### src/rtl/issue_sb_pkg.sv
// Shared types for the issue stage: operand selects, unit/op encodings and the
// registered control part of an issue packet.
package issue_sb_pkg;

  typedef enum logic [1:0] {
    OP_A_REG    = 2'd0,
    OP_A_IMM    = 2'd1,
    OP_A_CURRPC = 2'd2
  } op_a_sel;

  typedef enum logic {
    OP_B_REG = 1'b0,
    OP_B_IMM = 1'b1
  } op_b_sel;

  typedef enum logic [3:0] {
    ALU_ADD  = 4'd0,
    ALU_SUB  = 4'd1,
    ALU_AND  = 4'd2,
    ALU_OR   = 4'd3,
    ALU_XOR  = 4'd4,
    ALU_SLL  = 4'd5,
    ALU_SRL  = 4'd6,
    ALU_SRA  = 4'd7,
    ALU_SLT  = 4'd8,
    ALU_SLTU = 4'd9
  } alu_op;

  typedef enum logic [2:0] {
    PC_JAL  = 3'd0,
    PC_JALR = 3'd1,
    PC_BEQ  = 3'd2,
    PC_BNE  = 3'd3,
    PC_BLT  = 3'd4,
    PC_BGE  = 3'd5,
    PC_BLTU = 3'd6,
    PC_BGEU = 3'd7
  } pc_op;

  typedef enum logic [1:0] {
    EXU_ALU = 2'd0,
    EXU_PC  = 2'd1,
    EXU_LSU = 2'd2
  } exu_sel;

  // Width-independent control fields; datapath fields live next to it in the top.
  typedef struct packed {
    exu_sel unit;
    alu_op  alu;
    pc_op   pcop;
    logic   lsu_we;
    logic   rd_we;
    logic   rd_src;
  } issue_pkt_t;

  function automatic issue_pkt_t build_ctl(input exu_sel unit, input alu_op aop,
                                           input pc_op pop, input logic lsu_we,
                                           input logic rd_we, input logic rd_nz);
    issue_pkt_t c;
    c.unit   = unit;
    c.alu    = (unit == EXU_ALU) ? aop : ALU_ADD;
    c.pcop   = pop;
    c.lsu_we = (unit == EXU_LSU) & lsu_we;
    c.rd_src = (unit == EXU_LSU) & ~lsu_we;
    // Stores and branches never write the register file.
    c.rd_we  = rd_we & rd_nz & ~c.lsu_we &
               ~((unit == EXU_PC) & (pop != PC_JAL) & (pop != PC_JALR));
    return c;
  endfunction

endpackage

### src/rtl/issue_sb_if.sv
// Decode-side, issue-side and writeback signals of the issue stage, bundled.
interface issue_sb_if
  import issue_sb_pkg::*;
#(
  parameter int XLEN  = 32,
  parameter int NREG  = 32,
  parameter int CNT_W = 16
) ();
  localparam int AW = $clog2(NREG);

  logic             dec_valid_i;
  logic             dec_ready_o;
  logic [AW-1:0]    rs1_addr_i, rs2_addr_i, rd_addr_i;
  logic             rs1_used_i, rs2_used_i, rd_we_i;
  logic [XLEN-1:0]  rf_rdata_a_i, rf_rdata_b_i;
  logic [XLEN-1:0]  pc_i, imm_i;
  op_a_sel          op_a_sel_i;
  op_b_sel          op_b_sel_i;
  exu_sel           unit_i;
  alu_op            alu_op_i;
  pc_op             pc_op_i;
  logic             lsu_we_i;

  logic             iss_valid_o;
  logic             iss_ready_i;
  exu_sel           iss_unit_o;
  alu_op            alu_op_o;
  pc_op             pc_op_o;
  logic [XLEN-1:0]  operand_a_o, operand_b_o, pc_o, lsu_wdata_o;
  logic             lsu_we_o, rd_we_o, rd_src_o;
  logic [AW-1:0]    rd_addr_o;

  logic             wb_valid_i;
  logic [AW-1:0]    wb_addr_i;
  logic [XLEN-1:0]  wb_data_i;
  logic             flush_i;
  logic             busy_o;
  logic [CNT_W-1:0] stall_cnt_o;

  modport slave (
    input  dec_valid_i, rs1_addr_i, rs2_addr_i, rd_addr_i, rs1_used_i, rs2_used_i,
           rd_we_i, rf_rdata_a_i, rf_rdata_b_i, pc_i, imm_i, op_a_sel_i, op_b_sel_i,
           unit_i, alu_op_i, pc_op_i, lsu_we_i, iss_ready_i, wb_valid_i, wb_addr_i,
           wb_data_i, flush_i,
    output dec_ready_o, iss_valid_o, iss_unit_o, alu_op_o, pc_op_o, operand_a_o,
           operand_b_o, pc_o, lsu_wdata_o, lsu_we_o, rd_we_o, rd_src_o, rd_addr_o,
           busy_o, stall_cnt_o
  );

  modport master (
    output dec_valid_i, rs1_addr_i, rs2_addr_i, rd_addr_i, rs1_used_i, rs2_used_i,
           rd_we_i, rf_rdata_a_i, rf_rdata_b_i, pc_i, imm_i, op_a_sel_i, op_b_sel_i,
           unit_i, alu_op_i, pc_op_i, lsu_we_i, iss_ready_i, wb_valid_i, wb_addr_i,
           wb_data_i, flush_i,
    input  dec_ready_o, iss_valid_o, iss_unit_o, alu_op_o, pc_op_o, operand_a_o,
           operand_b_o, pc_o, lsu_wdata_o, lsu_we_o, rd_we_o, rd_src_o, rd_addr_o,
           busy_o, stall_cnt_o
  );
endinterface

### src/rtl/issue_scoreboard.sv
// Pending-write scoreboard: one bit per architectural register, x0 never pending.
module issue_scoreboard #(
  parameter int NREG   = 32,
  parameter int AW     = $clog2(NREG),
  parameter bit BYPASS = 1'b1
) (
  input  logic          clk,
  input  logic          rst,
  input  logic [AW-1:0] rs1_addr,
  input  logic [AW-1:0] rs2_addr,
  input  logic [AW-1:0] rd_addr,
  input  logic          rs1_used,
  input  logic          rs2_used,
  input  logic          rd_we,
  input  logic          set_en,
  input  logic [AW-1:0] set_addr,
  input  logic          wb_valid,
  input  logic [AW-1:0] wb_addr,
  input  logic          flush_clr,
  input  logic [AW-1:0] flush_addr,
  output logic          haz_rs1,
  output logic          haz_rs2,
  output logic          haz_rd,
  output logic          busy
);
  logic [NREG-1:0] pend, pend_nxt, eff_pend, set_vec, clr_vec, wb_vec;

  always_comb begin
    set_vec = '0;
    wb_vec  = '0;
    clr_vec = '0;
    if (set_en)    set_vec[set_addr]   = 1'b1;
    if (wb_valid)  wb_vec[wb_addr]     = 1'b1;
    if (flush_clr) clr_vec[flush_addr] = 1'b1;
    // Without bypass the writeback data is not forwarded, so it cannot unblock this cycle.
    eff_pend = BYPASS ? (pend & ~wb_vec) : pend;
    pend_nxt = (pend & ~(wb_vec | clr_vec)) | set_vec;
    pend_nxt[0] = 1'b0;
  end

  always_ff @(posedge clk or posedge rst) begin
    if (rst) pend <= '0;
    else     pend <= pend_nxt;
  end

  assign haz_rs1 = rs1_used & eff_pend[rs1_addr];
  assign haz_rs2 = rs2_used & eff_pend[rs2_addr];
  assign haz_rd  = rd_we & (rd_addr != '0) & eff_pend[rd_addr];
  assign busy    = |pend;
endmodule

### src/rtl/issue_sb.sv
// Issue stage: hazard check against the scoreboard, operand select with writeback
// bypass, one registered issue packet with valid/ready, flush and a stall counter.
module issue_sb
  import issue_sb_pkg::*;
#(
  parameter int XLEN   = 32,
  parameter int NREG   = 32,
  parameter bit BYPASS = 1'b1,
  parameter int CNT_W  = 16
) (
  input  logic       clk_i,
  input  logic       rst_i,
  issue_sb_if.slave  bus
);
  localparam int AW = $clog2(NREG);

  logic             haz_rs1, haz_rs2, haz_rd, busy, dec_ready, accept, flush_clr;
  logic [XLEN-1:0]  src1_p0, src2_p0, opa_p0, opb_p0, wdata_p0;
  issue_pkt_t       ctl_p0, ctl_p1;
  logic             vld_p1;
  logic [XLEN-1:0]  opa_p1, opb_p1, pc_p1, wdata_p1;
  logic [AW-1:0]    rd_p1;
  logic [CNT_W-1:0] stall_cnt;

  function automatic logic [CNT_W-1:0] sat_inc(input logic [CNT_W-1:0] v);
    return (&v) ? v : v + CNT_W'(1);
  endfunction

  issue_scoreboard #(.NREG(NREG), .AW(AW), .BYPASS(BYPASS)) u_sb (
    .clk       (clk_i),
    .rst       (rst_i),
    .rs1_addr  (bus.rs1_addr_i),
    .rs2_addr  (bus.rs2_addr_i),
    .rd_addr   (bus.rd_addr_i),
    .rs1_used  (bus.rs1_used_i),
    .rs2_used  (bus.rs2_used_i),
    .rd_we     (bus.rd_we_i),
    .set_en    (accept & ctl_p0.rd_we),
    .set_addr  (bus.rd_addr_i),
    .wb_valid  (bus.wb_valid_i),
    .wb_addr   (bus.wb_addr_i),
    .flush_clr (flush_clr),
    .flush_addr(rd_p1),
    .haz_rs1   (haz_rs1),
    .haz_rs2   (haz_rs2),
    .haz_rd    (haz_rd),
    .busy      (busy)
  );

  assign dec_ready = ~(haz_rs1 | haz_rs2 | haz_rd) & ~bus.flush_i & (~vld_p1 | bus.iss_ready_i);
  assign accept    = bus.dec_valid_i & dec_ready;
  // Only a packet still sitting in the register owns its pending bit on flush.
  assign flush_clr = bus.flush_i & vld_p1 & ~bus.iss_ready_i & ctl_p1.rd_we;

  // Stage p0: operand select and packet build from decode inputs
  always_comb begin
    src1_p0 = bus.rf_rdata_a_i;
    src2_p0 = bus.rf_rdata_b_i;
    if (BYPASS && bus.wb_valid_i && (bus.wb_addr_i == bus.rs1_addr_i) && (bus.rs1_addr_i != '0))
      src1_p0 = bus.wb_data_i;
    if (BYPASS && bus.wb_valid_i && (bus.wb_addr_i == bus.rs2_addr_i) && (bus.rs2_addr_i != '0))
      src2_p0 = bus.wb_data_i;
    case (bus.op_a_sel_i)
      OP_A_REG:    opa_p0 = src1_p0;
      OP_A_CURRPC: opa_p0 = bus.pc_i;
      default:     opa_p0 = '0;
    endcase
    opb_p0   = (bus.op_b_sel_i == OP_B_IMM) ? bus.imm_i : src2_p0;
    ctl_p0   = build_ctl(bus.unit_i, bus.alu_op_i, bus.pc_op_i, bus.lsu_we_i,
                         bus.rd_we_i, bus.rd_addr_i != '0);
    wdata_p0 = ctl_p0.lsu_we ? src2_p0 : '0;
  end

  // Stage p1: registered issue packet
  always_ff @(posedge clk_i or posedge rst_i) begin
    if (rst_i) begin
      vld_p1   <= 1'b0;
      ctl_p1   <= '0;
      opa_p1   <= '0;
      opb_p1   <= '0;
      pc_p1    <= '0;
      wdata_p1 <= '0;
      rd_p1    <= '0;
    end else if (bus.flush_i) begin
      vld_p1 <= 1'b0;
    end else if (accept) begin
      vld_p1   <= 1'b1;
      ctl_p1   <= ctl_p0;
      opa_p1   <= opa_p0;
      opb_p1   <= opb_p0;
      pc_p1    <= bus.pc_i;
      wdata_p1 <= wdata_p0;
      rd_p1    <= bus.rd_addr_i;
    end else if (bus.iss_ready_i) begin
      vld_p1 <= 1'b0;
    end
  end

  always_ff @(posedge clk_i or posedge rst_i) begin
    if (rst_i)                             stall_cnt <= '0;
    else if (bus.dec_valid_i & ~dec_ready) stall_cnt <= sat_inc(stall_cnt);
  end

  assign bus.dec_ready_o = dec_ready;
  assign bus.iss_valid_o = vld_p1;
  assign bus.iss_unit_o  = ctl_p1.unit;
  assign bus.alu_op_o    = ctl_p1.alu;
  assign bus.pc_op_o     = ctl_p1.pcop;
  assign bus.operand_a_o = opa_p1;
  assign bus.operand_b_o = opb_p1;
  assign bus.pc_o        = pc_p1;
  assign bus.lsu_wdata_o = wdata_p1;
  assign bus.lsu_we_o    = ctl_p1.lsu_we;
  assign bus.rd_we_o     = ctl_p1.rd_we;
  assign bus.rd_src_o    = ctl_p1.rd_src;
  assign bus.rd_addr_o   = rd_p1;
  assign bus.busy_o      = busy;
  assign bus.stall_cnt_o = stall_cnt;
endmodule

### src/flat_wrapper.sv
// flat-port wrapper written by rule: the top's interface ports become plain ports
module issue_sb_flat import issue_sb_pkg::*;
#(
  parameter int XLEN   = 32,
  parameter int NREG   = 32,
  parameter bit BYPASS = 1'b1,
  parameter int CNT_W  = 16
)
  (clk_i, rst_i, bus_dec_valid_i, bus_rs1_addr_i, bus_rs2_addr_i, bus_rd_addr_i, bus_rs1_used_i, bus_rs2_used_i, bus_rd_we_i, bus_rf_rdata_a_i, bus_rf_rdata_b_i, bus_pc_i, bus_imm_i, bus_op_a_sel_i, bus_op_b_sel_i, bus_unit_i, bus_alu_op_i, bus_pc_op_i, bus_lsu_we_i, bus_iss_ready_i, bus_wb_valid_i, bus_wb_addr_i, bus_wb_data_i, bus_flush_i, bus_dec_ready_o, bus_iss_valid_o, bus_iss_unit_o, bus_alu_op_o, bus_pc_op_o, bus_operand_a_o, bus_operand_b_o, bus_pc_o, bus_lsu_wdata_o, bus_lsu_we_o, bus_rd_we_o, bus_rd_src_o, bus_rd_addr_o, bus_busy_o, bus_stall_cnt_o);
  issue_sb_if #(.XLEN(XLEN), .NREG(NREG), .CNT_W(CNT_W)) bus_i ();
  input  logic clk_i;
  input  logic rst_i;
  input wire logic [$bits(bus_i.dec_valid_i)-1:0] bus_dec_valid_i;
  input wire logic [$bits(bus_i.rs1_addr_i)-1:0] bus_rs1_addr_i;
  input wire logic [$bits(bus_i.rs2_addr_i)-1:0] bus_rs2_addr_i;
  input wire logic [$bits(bus_i.rd_addr_i)-1:0] bus_rd_addr_i;
  input wire logic [$bits(bus_i.rs1_used_i)-1:0] bus_rs1_used_i;
  input wire logic [$bits(bus_i.rs2_used_i)-1:0] bus_rs2_used_i;
  input wire logic [$bits(bus_i.rd_we_i)-1:0] bus_rd_we_i;
  input wire logic [$bits(bus_i.rf_rdata_a_i)-1:0] bus_rf_rdata_a_i;
  input wire logic [$bits(bus_i.rf_rdata_b_i)-1:0] bus_rf_rdata_b_i;
  input wire logic [$bits(bus_i.pc_i)-1:0] bus_pc_i;
  input wire logic [$bits(bus_i.imm_i)-1:0] bus_imm_i;
  input wire logic [$bits(bus_i.op_a_sel_i)-1:0] bus_op_a_sel_i;
  input wire logic [$bits(bus_i.op_b_sel_i)-1:0] bus_op_b_sel_i;
  input wire logic [$bits(bus_i.unit_i)-1:0] bus_unit_i;
  input wire logic [$bits(bus_i.alu_op_i)-1:0] bus_alu_op_i;
  input wire logic [$bits(bus_i.pc_op_i)-1:0] bus_pc_op_i;
  input wire logic [$bits(bus_i.lsu_we_i)-1:0] bus_lsu_we_i;
  input wire logic [$bits(bus_i.iss_ready_i)-1:0] bus_iss_ready_i;
  input wire logic [$bits(bus_i.wb_valid_i)-1:0] bus_wb_valid_i;
  input wire logic [$bits(bus_i.wb_addr_i)-1:0] bus_wb_addr_i;
  input wire logic [$bits(bus_i.wb_data_i)-1:0] bus_wb_data_i;
  input wire logic [$bits(bus_i.flush_i)-1:0] bus_flush_i;
  output wire logic [$bits(bus_i.dec_ready_o)-1:0] bus_dec_ready_o;
  output wire logic [$bits(bus_i.iss_valid_o)-1:0] bus_iss_valid_o;
  output wire logic [$bits(bus_i.iss_unit_o)-1:0] bus_iss_unit_o;
  output wire logic [$bits(bus_i.alu_op_o)-1:0] bus_alu_op_o;
  output wire logic [$bits(bus_i.pc_op_o)-1:0] bus_pc_op_o;
  output wire logic [$bits(bus_i.operand_a_o)-1:0] bus_operand_a_o;
  output wire logic [$bits(bus_i.operand_b_o)-1:0] bus_operand_b_o;
  output wire logic [$bits(bus_i.pc_o)-1:0] bus_pc_o;
  output wire logic [$bits(bus_i.lsu_wdata_o)-1:0] bus_lsu_wdata_o;
  output wire logic [$bits(bus_i.lsu_we_o)-1:0] bus_lsu_we_o;
  output wire logic [$bits(bus_i.rd_we_o)-1:0] bus_rd_we_o;
  output wire logic [$bits(bus_i.rd_src_o)-1:0] bus_rd_src_o;
  output wire logic [$bits(bus_i.rd_addr_o)-1:0] bus_rd_addr_o;
  output wire logic [$bits(bus_i.busy_o)-1:0] bus_busy_o;
  output wire logic [$bits(bus_i.stall_cnt_o)-1:0] bus_stall_cnt_o;
  assign bus_i.dec_valid_i = bus_dec_valid_i;
  assign bus_i.rs1_addr_i = bus_rs1_addr_i;
  assign bus_i.rs2_addr_i = bus_rs2_addr_i;
  assign bus_i.rd_addr_i = bus_rd_addr_i;
  assign bus_i.rs1_used_i = bus_rs1_used_i;
  assign bus_i.rs2_used_i = bus_rs2_used_i;
  assign bus_i.rd_we_i = bus_rd_we_i;
  assign bus_i.rf_rdata_a_i = bus_rf_rdata_a_i;
  assign bus_i.rf_rdata_b_i = bus_rf_rdata_b_i;
  assign bus_i.pc_i = bus_pc_i;
  assign bus_i.imm_i = bus_imm_i;
  assign bus_i.op_a_sel_i = bus_op_a_sel_i;
  assign bus_i.op_b_sel_i = bus_op_b_sel_i;
  assign bus_i.unit_i = bus_unit_i;
  assign bus_i.alu_op_i = bus_alu_op_i;
  assign bus_i.pc_op_i = bus_pc_op_i;
  assign bus_i.lsu_we_i = bus_lsu_we_i;
  assign bus_i.iss_ready_i = bus_iss_ready_i;
  assign bus_i.wb_valid_i = bus_wb_valid_i;
  assign bus_i.wb_addr_i = bus_wb_addr_i;
  assign bus_i.wb_data_i = bus_wb_data_i;
  assign bus_i.flush_i = bus_flush_i;
  assign bus_dec_ready_o = bus_i.dec_ready_o;
  assign bus_iss_valid_o = bus_i.iss_valid_o;
  assign bus_iss_unit_o = bus_i.iss_unit_o;
  assign bus_alu_op_o = bus_i.alu_op_o;
  assign bus_pc_op_o = bus_i.pc_op_o;
  assign bus_operand_a_o = bus_i.operand_a_o;
  assign bus_operand_b_o = bus_i.operand_b_o;
  assign bus_pc_o = bus_i.pc_o;
  assign bus_lsu_wdata_o = bus_i.lsu_wdata_o;
  assign bus_lsu_we_o = bus_i.lsu_we_o;
  assign bus_rd_we_o = bus_i.rd_we_o;
  assign bus_rd_src_o = bus_i.rd_src_o;
  assign bus_rd_addr_o = bus_i.rd_addr_o;
  assign bus_busy_o = bus_i.busy_o;
  assign bus_stall_cnt_o = bus_i.stall_cnt_o;
  issue_sb #(.XLEN(XLEN), .NREG(NREG), .BYPASS(BYPASS), .CNT_W(CNT_W)) u_core (.clk_i(clk_i), .rst_i(rst_i), .bus(bus_i));
endmodule
### config.mk
export PLATFORM = sky130hd
export DESIGN_NAME = issue_sb_flat
export DESIGN_NICKNAME = d
export VERILOG_FILES = /design/src/rtl/issue_sb_pkg.sv /design/src/rtl/issue_sb_if.sv /design/src/rtl/issue_scoreboard.sv /design/src/rtl/issue_sb.sv /design/src/flat_wrapper.sv
export SDC_FILE = /design/constraint.sdc
export NUM_CORES = 1
export LEC_CHECK = 0
export CAP_MARGIN = 20
export CORE_MARGIN = 3
export CORE_UTILIZATION = 50
export CTS_CLUSTER_DIAMETER = 50
export CTS_CLUSTER_SIZE = 28
export DETAILED_ROUTE_END_ITERATION = 6
export PLACE_DENSITY = 0.87
export REMOVE_ABC_BUFFERS = 1
export SLEW_MARGIN = 20
export SYNTH_ARGS = -nofsm -noshare
export SYNTH_HDL_FRONTEND = slang
export SYNTH_HIERARCHICAL = 1
export SYNTH_SLANG_ARGS = --single-unit
export TNS_END_PERCENT = 50
### constraint.sdc
create_clock -name clk_i -period 10 [get_ports clk_i]
set_input_delay 2 -clock clk_i [delete_from_list [all_inputs] [get_ports clk_i]]
set_output_delay 2 -clock clk_i [all_outputs]
set_load 0.01 [all_outputs]
==> results.ini <==
[run_status]
status = finished clean

[pwr]
switching_share_pct = 33.7
peakVddDrop_mv = 0.115
pwr-share-comb_pct = 32.4
seq_power_share_pct = 40.9
p_int_w = 0.00167
cellLeakagePower_nw = 6.53
finalPower_w = 0.00252
p_per_area_nw_per_um2 = 169
pwr-share-clk_pct = 26.7
p_switching_w = 0.000847

[clock_network]
ctsLongestPathBuffers = 2
cts.clk_slew.worst_paths_ns = 0.07
cts_resized = 0
ctsHoldBuffers = 0
cts_made_buffers = 17
clk_latency_ns = 0.44
cts.sinks = 193
post_cts_buffers = 0
h-tree-depth = 4
clk_root_buffer_cell = clkbuf_16
tritoncts = built

[finish]
fin_area_sq_um = 14900
drive_gt1_share_pct = 6.98
multiInputGateArea_sq_um = 5300
final_nets = 1679
areaGrowthSynthToFinish_pct = 41.5
n_fill_cell = 1526
regArea_sq_um = 4830

[floorplanning]
start_util_pct = 51.4
pin_count = 366
fp.coreArea_sq_um = 20400
std_cell_rows = 52
die_area_sq_um = 22800
die_x_um = 151
die_y_um = 151

[yosys]
ys_seq_area_share_pct = 46.0
yosysWarnings = 6
synth-main-ff-cell = dfrtp_1
synth_cell_types = 73
synth_seq_cells = 193
synthesis.area_sq_um = 10500
syn_inst = 1159
synth_edf_count = 0
async_flop_share_pct = 100
syn_area_per_cell_sq_um = 9.06

[timing]
timing.final.crit_share_pct = 81.7
setup-violations-final = 0
relSlewSlack_pct = 27.2
fin_skew_ns = 0.0132
hold_viol = 0
tightestPinTransition_ns = 1.09
fmax_ghz = 0.122
hold_ws_ns = 0.472
drv_slew = 0
timing.final.crit_period_ns = 8.17
grt_setup_unrepaired = false
fin_tns_setup_ns = 0

[routing]
vias = 11000
routed_wl_mm = 45.2
via_per_inst = 6.26
wire_per_inst_um = 25.7
first_iter_violations = 1113
dr.pass1.iters = 7
drcViolationCount = 0
ant_nets = 0

[worst_setup_path]
cp.arrival_ns = 6.17
crit_fanout = 13
criticalPathCategory = in -> out
reg2reg_to = u_core/u_sb/pend[12]
crit_end = bus_dec_ready_o
startpoint_type = primary input
cp-end-kind = primary output
rr_worst_depth = 12
reg2reg_slack_ns = 5.52
cp_data_required_time_ns = 8.00
reg2reg_from = u_core/u_sb/pend[13]
crit_path_start = bus_wb_addr_i[1]

[place]
dp_hpwl_mm = 32.4
placement.cell_area_sq_um = 14300
numPortBuffers = 365
place.gp.congestion = 1.01

[global_route]
grt_max_degree = 106
grt_overflow = 0
grt_pass1_wl_mm = 66.8
grt_pass1_vias = 11300
antenna_found_initial = 4
track_usage_pct = 38.7

[hold_path]
worstHoldPathType = reg -> reg

[flow_run]
cap_violations = 0

[layout by cell type (no fill, tap or decap), types with 12 or more instances in the layout]
master | synthesis | layout
a211oi_1 | 13 | 13
a21oi_1 | 57 | 57
a41o_1 | 15 | 15
and3_1 | 41 | 41
buf_4 | 2 | 14
clkbuf_16 | 0 | 17
clkdlybuf4s50_1 | 0 | 365
dfrtp_1 | 193 | 193
mux2i_1 | 57 | 57
nand2_1 | 219 | 219
nand3_1 | 17 | 17
nor2_1 | 53 | 53
nor3_1 | 19 | 18
nor4_1 | 16 | 16
o21ai_0 | 117 | 117
o21ai_1 | 14 | 14
o21ai_2 | 32 | 32
o22ai_1 | 30 | 30
o31a_1 | 12 | 12
xnor2_1 | 20 | 20
[worst max-delay path, cell delays in order]
cell and delay, ns:
clkdlybuf4s50_1 0.82, nand2b_1 0.51, o21ai_0 0.66, nor3_1 0.13, nor4_1 0.31, a21oi_1 0.12, a311o_1 0.34, or4_4 0.59
nor2_4 0.14, clkdlybuf4s50_1 0.55
[layout make-up]
type                       count  share of cell area, %
sequential                   193                   32.5
timing repair buffer         379                   25.3
clock inverter                12                  0.791
antenna                        3                 0.0505
clock buffer                  20                   3.07
tap                          270                   2.27
multi-input combinational    872                   35.7
inverter                      13                  0.362
[cell usage after synthesis (4+ instances only)]
| cell | n | area, sq um |
|---|---|---|
| o31ai_1 | 4 | 30.0 |
| nor2b_1 | 4 | 25.0 |
| nor4_1 | 16 | 100 |
| a21oi_1 | 57 | 285 |
| o21ai_1 | 14 | 70.1 |
| a311oi_1 | 4 | 35.0 |
| nand2b_1 | 8 | 50.1 |
| o31a_1 | 12 | 105 |
| or3b_2 | 6 | 52.6 |
| o22ai_1 | 30 | 188 |
| xnor2_1 | 20 | 175 |
| nor3_1 | 19 | 95.1 |
| a31oi_1 | 6 | 37.5 |
| a41o_1 | 15 | 150 |
| nand4_1 | 11 | 68.8 |
| mux2i_1 | 57 | 571 |
| o21ai_0 | 117 | 586 |
| buf_2 | 17 | 85.1 |
| and3_1 | 41 | 257 |
| o221ai_1 | 9 | 78.8 |
| inv_1 | 12 | 45.0 |
| nand3_1 | 17 | 85.1 |
| clkbuf_1 | 55 | 206 |
| dfrtp_1 | 193 | 4830 |
| xor2_1 | 9 | 78.8 |
| nand3b_1 | 10 | 75.1 |
| a211oi_1 | 13 | 97.6 |
| o2111ai_1 | 9 | 78.8 |
| o21ai_2 | 32 | 280 |
| nor2_1 | 53 | 199 |
| buf_6 | 4 | 45.0 |
| o211ai_1 | 9 | 67.6 |
| nand2_1 | 219 | 822 |
[logic make-up after synthesis]
family                   share of synthesized area, %
AO/OA/AOI/OAI                                    21.6
XOR/XNOR                                         2.42
adder cells (fa/ha/maj)                         0.119
buffers and inverters                            3.93
flip-flops                                       46.0
multiplexers                                     5.75
AND/OR/NAND/NOR                                  20.2
[registers in the layout (all words and copies together) (netlist names)]
register	cells
u_core/bus.stall_cnt_o	16
u_core/bus.operand_b_o	32
u_core/bus.rd_src_o	1
u_core/bus.iss_unit_o	2
u_core/bus.rd_we_o	1
u_core/u_sb/pend	31
u_core/bus.iss_valid_o	1
u_core/bus.rd_addr_o	5
u_core/bus.pc_op_o	3
u_core/bus.lsu_wdata_o	32
u_core/bus.lsu_we_o	1
u_core/bus.operand_a_o	32
u_core/bus.alu_op_o	4
u_core/bus.pc_o	32
[through the flow]
stage,utilization [%],worst slack [ns],instances
after floorplan,-,3.44,1078
after global placement,69.9,2.04,1727
after detailed placement,69.9,1.98,1727
after CTS,72.7,1.96,1759
after global routing,72.7,1.71,1762
final,72.7,1.83,1762
[power groups by stage]
stage                     clock, W  combinational (W)  sequential (W)
after floorplan                  0           0.000241         0.00108
after global placement           0           0.000788         0.00103
after detailed placement         0           0.000802         0.00104
after CTS                 0.000680           0.000807         0.00102
after global routing      0.000711           0.000864         0.00105
final                     0.000672           0.000814         0.00103
[how the worst min path moves through the flow]
stage,from,cells past startpoint,slack [ns],endpoint
after floorplan,u_core/bus.alu_op_o[0],2,0.51,u_core/bus.alu_op_o[0]
after global placement,u_core/bus.alu_op_o[1],2,0.45,u_core/bus.alu_op_o[1]
after detailed placement,u_core/bus.alu_op_o[2],2,0.46,u_core/bus.alu_op_o[2]
after CTS,u_core/bus.alu_op_o[2],2,0.47,u_core/bus.alu_op_o[2]
after global routing,u_core/bus.pc_o[11],2,0.49,u_core/bus.pc_o[11]
final,u_core/bus.alu_op_o[2],2,0.47,u_core/bus.alu_op_o[2]
[per-layer routing]
metal  vias to the layer above  routed length, um  track usage (%)
met5                         -                 13                0
met4                         2               2230             18.2
met1                      5311              17000             49.1
met3                       147               4750             10.6
li1                       4854                  -                -
met2                       715              21200             61.8
Note: power is estimated with default switching activity, not from simulation.
